<file path="src/rtl/tristate_bus_arbiter.sv">
// Round-robin owner of N tri-state drive enables, with a forced all-off turnaround gap between owners.
// Optional macro HOLD_LIMIT_EN caps each ownership at MAX_HOLD consecutive cycles.
module tristate_bus_arbiter #(
   parameter int N        = 4,
   parameter int SW       = 2,
   parameter int TURN_CYC = 1,
   parameter int MAX_HOLD = 8
) (
   input  logic          clk,
   input  logic          rst,
   input  logic [N-1:0]  req,
   output logic [N-1:0]  gnt,
   output logic [SW-1:0] sel,
   output logic          busy
);

   localparam int TW = (TURN_CYC > 1) ? $clog2(TURN_CYC) : 1;
   localparam logic [N-1:0] ONE_HOT0 = {{(N-1){1'b0}}, 1'b1};

   typedef enum logic [1:0] {IDLE, GRANT, TURN} state_t;

   state_t         state_q;
   logic [N-1:0]   gnt_q;
   logic [SW-1:0]  sel_q;
   logic [SW-1:0]  ptr_q;
   logic           busy_q;
   logic [TW-1:0]  turnCnt_q;

   logic [SW-1:0]  winner_d;
   logic [SW-1:0]  ptr_d;
   logic [SW-1:0]  scanIdx;
   logic           found;
   logic           anyReq;
   logic           holdExpired;
   int             scanSum;

   // Circular priority scan starting at the round-robin pointer.
   always_comb begin
      winner_d = ptr_q;
      found    = 1'b0;
      scanSum  = 0;
      scanIdx  = '0;
      for (int i = 0; i < N; i++) begin
         scanSum = int'(ptr_q) + i;
         if (scanSum >= N) scanSum = scanSum - N;
         scanIdx = SW'(scanSum);
         if (!found && req[scanIdx]) begin
            winner_d = scanIdx;
            found    = 1'b1;
         end
      end
   end

   assign anyReq = |req;
   assign ptr_d  = (sel_q == SW'(N - 1)) ? '0 : sel_q + 1'b1;

`ifdef HOLD_LIMIT_EN
   localparam int HW = (MAX_HOLD > 1) ? $clog2(MAX_HOLD) : 1;
   logic [HW-1:0] holdCnt_q;

   // Counts cycles already spent in GRANT; it sits at zero in every other state.
   always_ff @(posedge clk or posedge rst) begin
      if (rst) begin
         holdCnt_q <= '0;
      end else if (state_q != GRANT) begin
         holdCnt_q <= '0;
      end else begin
         holdCnt_q <= holdCnt_q + 1'b1;
      end
   end

   assign holdExpired = (holdCnt_q == HW'(MAX_HOLD - 1));
`else
   assign holdExpired = 1'b0;
`endif

   // Every path out of GRANT passes through TURN, so two enables never touch.
   always_ff @(posedge clk or posedge rst) begin
      if (rst) begin
         state_q   <= IDLE;
         gnt_q     <= '0;
         sel_q     <= '0;
         ptr_q     <= '0;
         busy_q    <= 1'b0;
         turnCnt_q <= '0;
      end else begin
         case (state_q)
            IDLE: begin
               if (anyReq) begin
                  gnt_q   <= ONE_HOT0 << winner_d;
                  sel_q   <= winner_d;
                  busy_q  <= 1'b1;
                  state_q <= GRANT;
               end
            end
            GRANT: begin
               if (!req[sel_q] || holdExpired) begin
                  gnt_q     <= '0;
                  busy_q    <= 1'b0;
                  ptr_q     <= ptr_d;
                  turnCnt_q <= '0;
                  state_q   <= TURN;
               end
            end
            TURN: begin
               if (turnCnt_q == TW'(TURN_CYC - 1)) begin
                  if (anyReq) begin
                     gnt_q   <= ONE_HOT0 << winner_d;
                     sel_q   <= winner_d;
                     busy_q  <= 1'b1;
                     state_q <= GRANT;
                  end else begin
                     state_q <= IDLE;
                  end
               end else begin
                  turnCnt_q <= turnCnt_q + 1'b1;
               end
            end
            default: begin
               state_q <= IDLE;
               gnt_q   <= '0;
               busy_q  <= 1'b0;
            end
         endcase
      end
   end

   assign gnt  = gnt_q;
   assign sel  = sel_q;
   assign busy = busy_q;

endmodule
</file>
<file path="config.mk">
export PLATFORM = sky130hd
export DESIGN_NAME = tristate_bus_arbiter
export DESIGN_NICKNAME = d
export VERILOG_FILES = /design/src/rtl/tristate_bus_arbiter.sv
export SDC_FILE = /design/constraint.sdc
export NUM_CORES = 1
export LEC_CHECK = 0
export CELL_PAD_IN_SITES_DETAIL_PLACEMENT = 0
export CELL_PAD_IN_SITES_GLOBAL_PLACEMENT = 1
export CORE_MARGIN = 1
export CORE_UTILIZATION = 35
export CTS_BUF_LIST = sky130_fd_sc_hd__clkbuf_8
export DETAILED_ROUTE_END_ITERATION = 8
export PLACE_DENSITY = 0.86
export SYNTH_ARGS = -nofsm -noshare
export SYNTH_HDL_FRONTEND = slang
export SYNTH_SLANG_ARGS = --single-unit
</file>
<file path="constraint.sdc">
create_clock -name clk -period 1.7 [get_ports clk]
set_input_delay 0.51 -clock clk [delete_from_list [all_inputs] [get_ports clk]]
set_output_delay 0.51 -clock clk [all_outputs]
set_load 0.02 [all_outputs]
</file>
==> impl_metrics.csv <==
group,metric,value,unit
final_layout,antenna_cells,0,
sta,fin_crit,1.65,ns
critical_path,crit_type,"reg2reg",
global_route,grt_pass1_vias,483,
final_layout,drive_gt1_share,23.0,%
route,drcViolationCount,0,
critical_path,critPathRequiredTime,1.82,ns
power,ir_drop,0.758,mV
global_route,grt_overflow,0,
critical_path,cp.arrival,1.77,ns
sta,rsz0062_at_grt,"no",
clock_network,cts_hold_buffers,0,
power,switching_share,39.1,%
place,placed_cells,85,
clock_network,cts_tree,"yes",
clock_network,htreeDepth,1,
final_layout,post-route-util,52.8,%
power,combPwrFrac,46.0,%
die,num_rows,14,
synthesis,syn-num-nets,59,
synthesis,synth_seq_cells,11,
clock_network,numCtsBuffers,3,
sta,period_share,97.1,%
place,port_buffers,12,
sta,hold_violations,0,
critical_path,worstPathMaxFanout,5,
sta,max_freq,606,MHz
sta,tightest_slew,0.402,ns
power,p_int,877,uW
power,finalPower,1.44,mW
clock_network,root_buffer,"clkbuf_8",
critical_path,cp-end-kind,"flip-flop",
critical_path,cp_slowest_cell,"mux4_2",
route,wl,1.24,mm
synthesis,ys_seq_area_share,47.6,%
die,dieArea,1820,sq um
route,drt-wirelength-per-cell,13.8,microns
final_layout,nNetsFinal,82,
power,powerDensity,1790,nW/um^2
power,p_seq_share,36.6,%
global_route,grt_pass1_wl,2.15,mm
power,p_sw,564,uW
final_layout,areaGrowthSynthToFinish,39.2,%
global_route,grt_use_total,16.3,%
route,viasPerCell,5.38,
die,start_util,37.9,%
critical_path,start_kind,"flip-flop",
synthesis,ys_types,27,
critical_path,max_stage_delay,0.57,ns
sta,setup_viol,0,
global_route,antenna_found_initial,0,
clock_network,cts_buffer_depth,2,
sta,whs,0.498,ns
outcome,status,"finished clean",
clock_network,clkLatencyLatePin,0.24,ns
final_layout,finalNonFillerCells,90,
sta,worst_clock_skew,0.00188,ns
final_layout,layout_commonest_cell,"dfrtp_1",
route,dr.first_iter.drc_count,7,
power,clkPwrFrac,17.4,%
place,post_dp_cell_area,757,sq um
route,first_pass_iters,3,
final_layout,finalInstanceArea,805,sq um
min_path,holdCritPathClass,"reg2reg",
final_layout,nFillCells,140,
sta,relSlewSlack,73.2,%
synthesis,netlist_instances,52,
die,io_pins,13,
die,die_y,42.6,microns
power,p_leak,0.385,nW
clock_network,cts_num_sinks,11,
place,gp_congestion,0.787,
sta,maxSlewViolCount,0,
synthesis,synth_area,578,sq um
place,hpwl,979,microns
synthesis,avgSynthCellArea,11.1,sq um
route,ant_nets,0,
critical_path,ff2ff_setup_slack,0.05,ns
die,fp.coreArea,1520,sq um
global_route,grt_max_degree,12,
final_layout,final_cell_mix,"10 x dfrtp_1, 6 x dlygate4sd2_1, 6 x buf_4",
flow_run,maxCapViolations,0,
critical_path,crit_chain,"mux4_2 > nor3b_4 > mux2_4",
clock_network,path_clk_slew,0.05,ns
route,vias,484,
die,dieWidth,42.6,microns
synthesis,synth_warnings,0,
cells in the mapped netlist:
cell | number | area [sq um]
a21boi_0 | 1 | 7.51
a21oi_1 | 3 | 15.0
a22o_1 | 2 | 17.5
a311oi_1 | 1 | 8.76
and2b_2 | 1 | 8.76
dfrtp_1 | 11 | 275
ha_1 | 1 | 12.5
inv_1 | 3 | 11.3
mux2_2 | 1 | 11.3
mux2_4 | 1 | 15.0
mux4_2 | 1 | 22.5
nand2_1 | 2 | 7.51
nand3b_1 | 1 | 7.51
nand4_1 | 1 | 6.26
nor2_1 | 4 | 15.0
nor2b_1 | 2 | 12.5
nor3b_1 | 1 | 7.51
nor3b_4 | 1 | 18.8
nor4_1 | 1 | 6.26
o21ai_0 | 5 | 25.0
o21ai_2 | 1 | 8.76
o21bai_1 | 1 | 7.51
o22a_1 | 1 | 8.76
o22a_2 | 1 | 10.0
o22ai_1 | 1 | 6.26
o2bb2ai_1 | 2 | 17.5
or2b_1 | 1 | 7.51
routing by layer:
layer	part of all wire [%]	wire length [microns]	track usage (%)
met5	0	0	0
met4	0.96	12	5.63
met3	5.1	63	6.47
met2	47	585	27.0
met1	47	582	18.9
through the flow:
| stage | setup slack, ns | setup TNS (ns) |
|---|---|---|
| 2_1_floorplan | 0.0224 | 0 |
| 3_3_place_gp | -0.430 | -2.92 |
| 3_5_place_dp | -0.458 | -3.08 |
| 4_1_cts | 0.00209 | 0 |
| 5_1_grt | 0.00339 | 0 |
| 6_report | 0.0486 | 0 |
power by group through the flow:
| stage | clock network [mW] | registers (mW) | logic (mW) |
|---|---|---|---|
| floorplan | 0 | 0.594 | 0.355 |
| global placement | 0 | 0.528 | 0.690 |
| detailed placement | 0 | 0.534 | 0.697 |
| CTS | 0.257 | 0.530 | 0.669 |
| global route | 0.272 | 0.546 | 0.720 |
| finish | 0.251 | 0.528 | 0.663 |
worst max-delay path: cells and delay by family (launching register included):
| kind | cells | cell delay (ns) |
|---|---|---|
| simple gates | 1 | 0.24 |
| flops | 1 | 0.42 |
| mux | 2 | 0.89 |
cell families (layout without fill, tap and decap cells):
family | Yosys count | after routing | share of synthesized area, %
AOI/OAI and AO/OA | 19 | 19 | 22.9
DFF | 11 | 11 | 47.6
and+or+nand+nor | 15 | 15 | 16.9
adders and majority gates | 1 | 1 | 2.16
buffers and inverters | 3 | 25 | 1.95
muxes | 3 | 3 | 8.44
final timing paths:
| check | from | to | cells past startpoint |
|---|---|---|---|
| setup / recovery | sel[0]$_DFFE_PP0P_ | ptr_q[1]$_DFFE_PP0P_ | 3 |
| hold / removal | gnt[1]$_DFFE_PP0P_ | gnt[1]$_DFFE_PP0P_ | 1 |
| setup reg to reg | sel[0]$_DFFE_PP0P_ | ptr_q[1]$_DFFE_PP0P_ | 3 |
| hold reg to reg | gnt[1]$_DFFE_PP0P_ | gnt[1]$_DFFE_PP0P_ | 1 |
| max in group asynchronous | rst | sel[0]$_DFFE_PP0P_ | 2 |
| min in group asynchronous | rst | busy$_DFFE_PP0P_ | 2 |
final cells by class:
type,count,area (sq um),area share [%]
Sequential cell,11,277,34.4
Inverter,3,11.3,1.40
Multi-Input combinational cell,38,292,36.2
Clock buffer,3,41.3,5.13
Tap cell,16,20.0,2.49
Clock inverter,1,3.75,0.467
Timing Repair Buffer,18,160,19.9
timing repair:
action / 4_1_cts / 5_1_grt
pin swaps: 1 / 1
setup buffers: 1 / 0
endpoints found under the setup margin: 13 / 2
resized for setup: 12 / 3
registers in the layout, indices dropped and copies added (netlist names):
register / cells
ptr_q: 2
busy: 1
state_q: 2
sel: 2
gnt: 4
No activity file was read; power rests on OpenSTA's default activity.
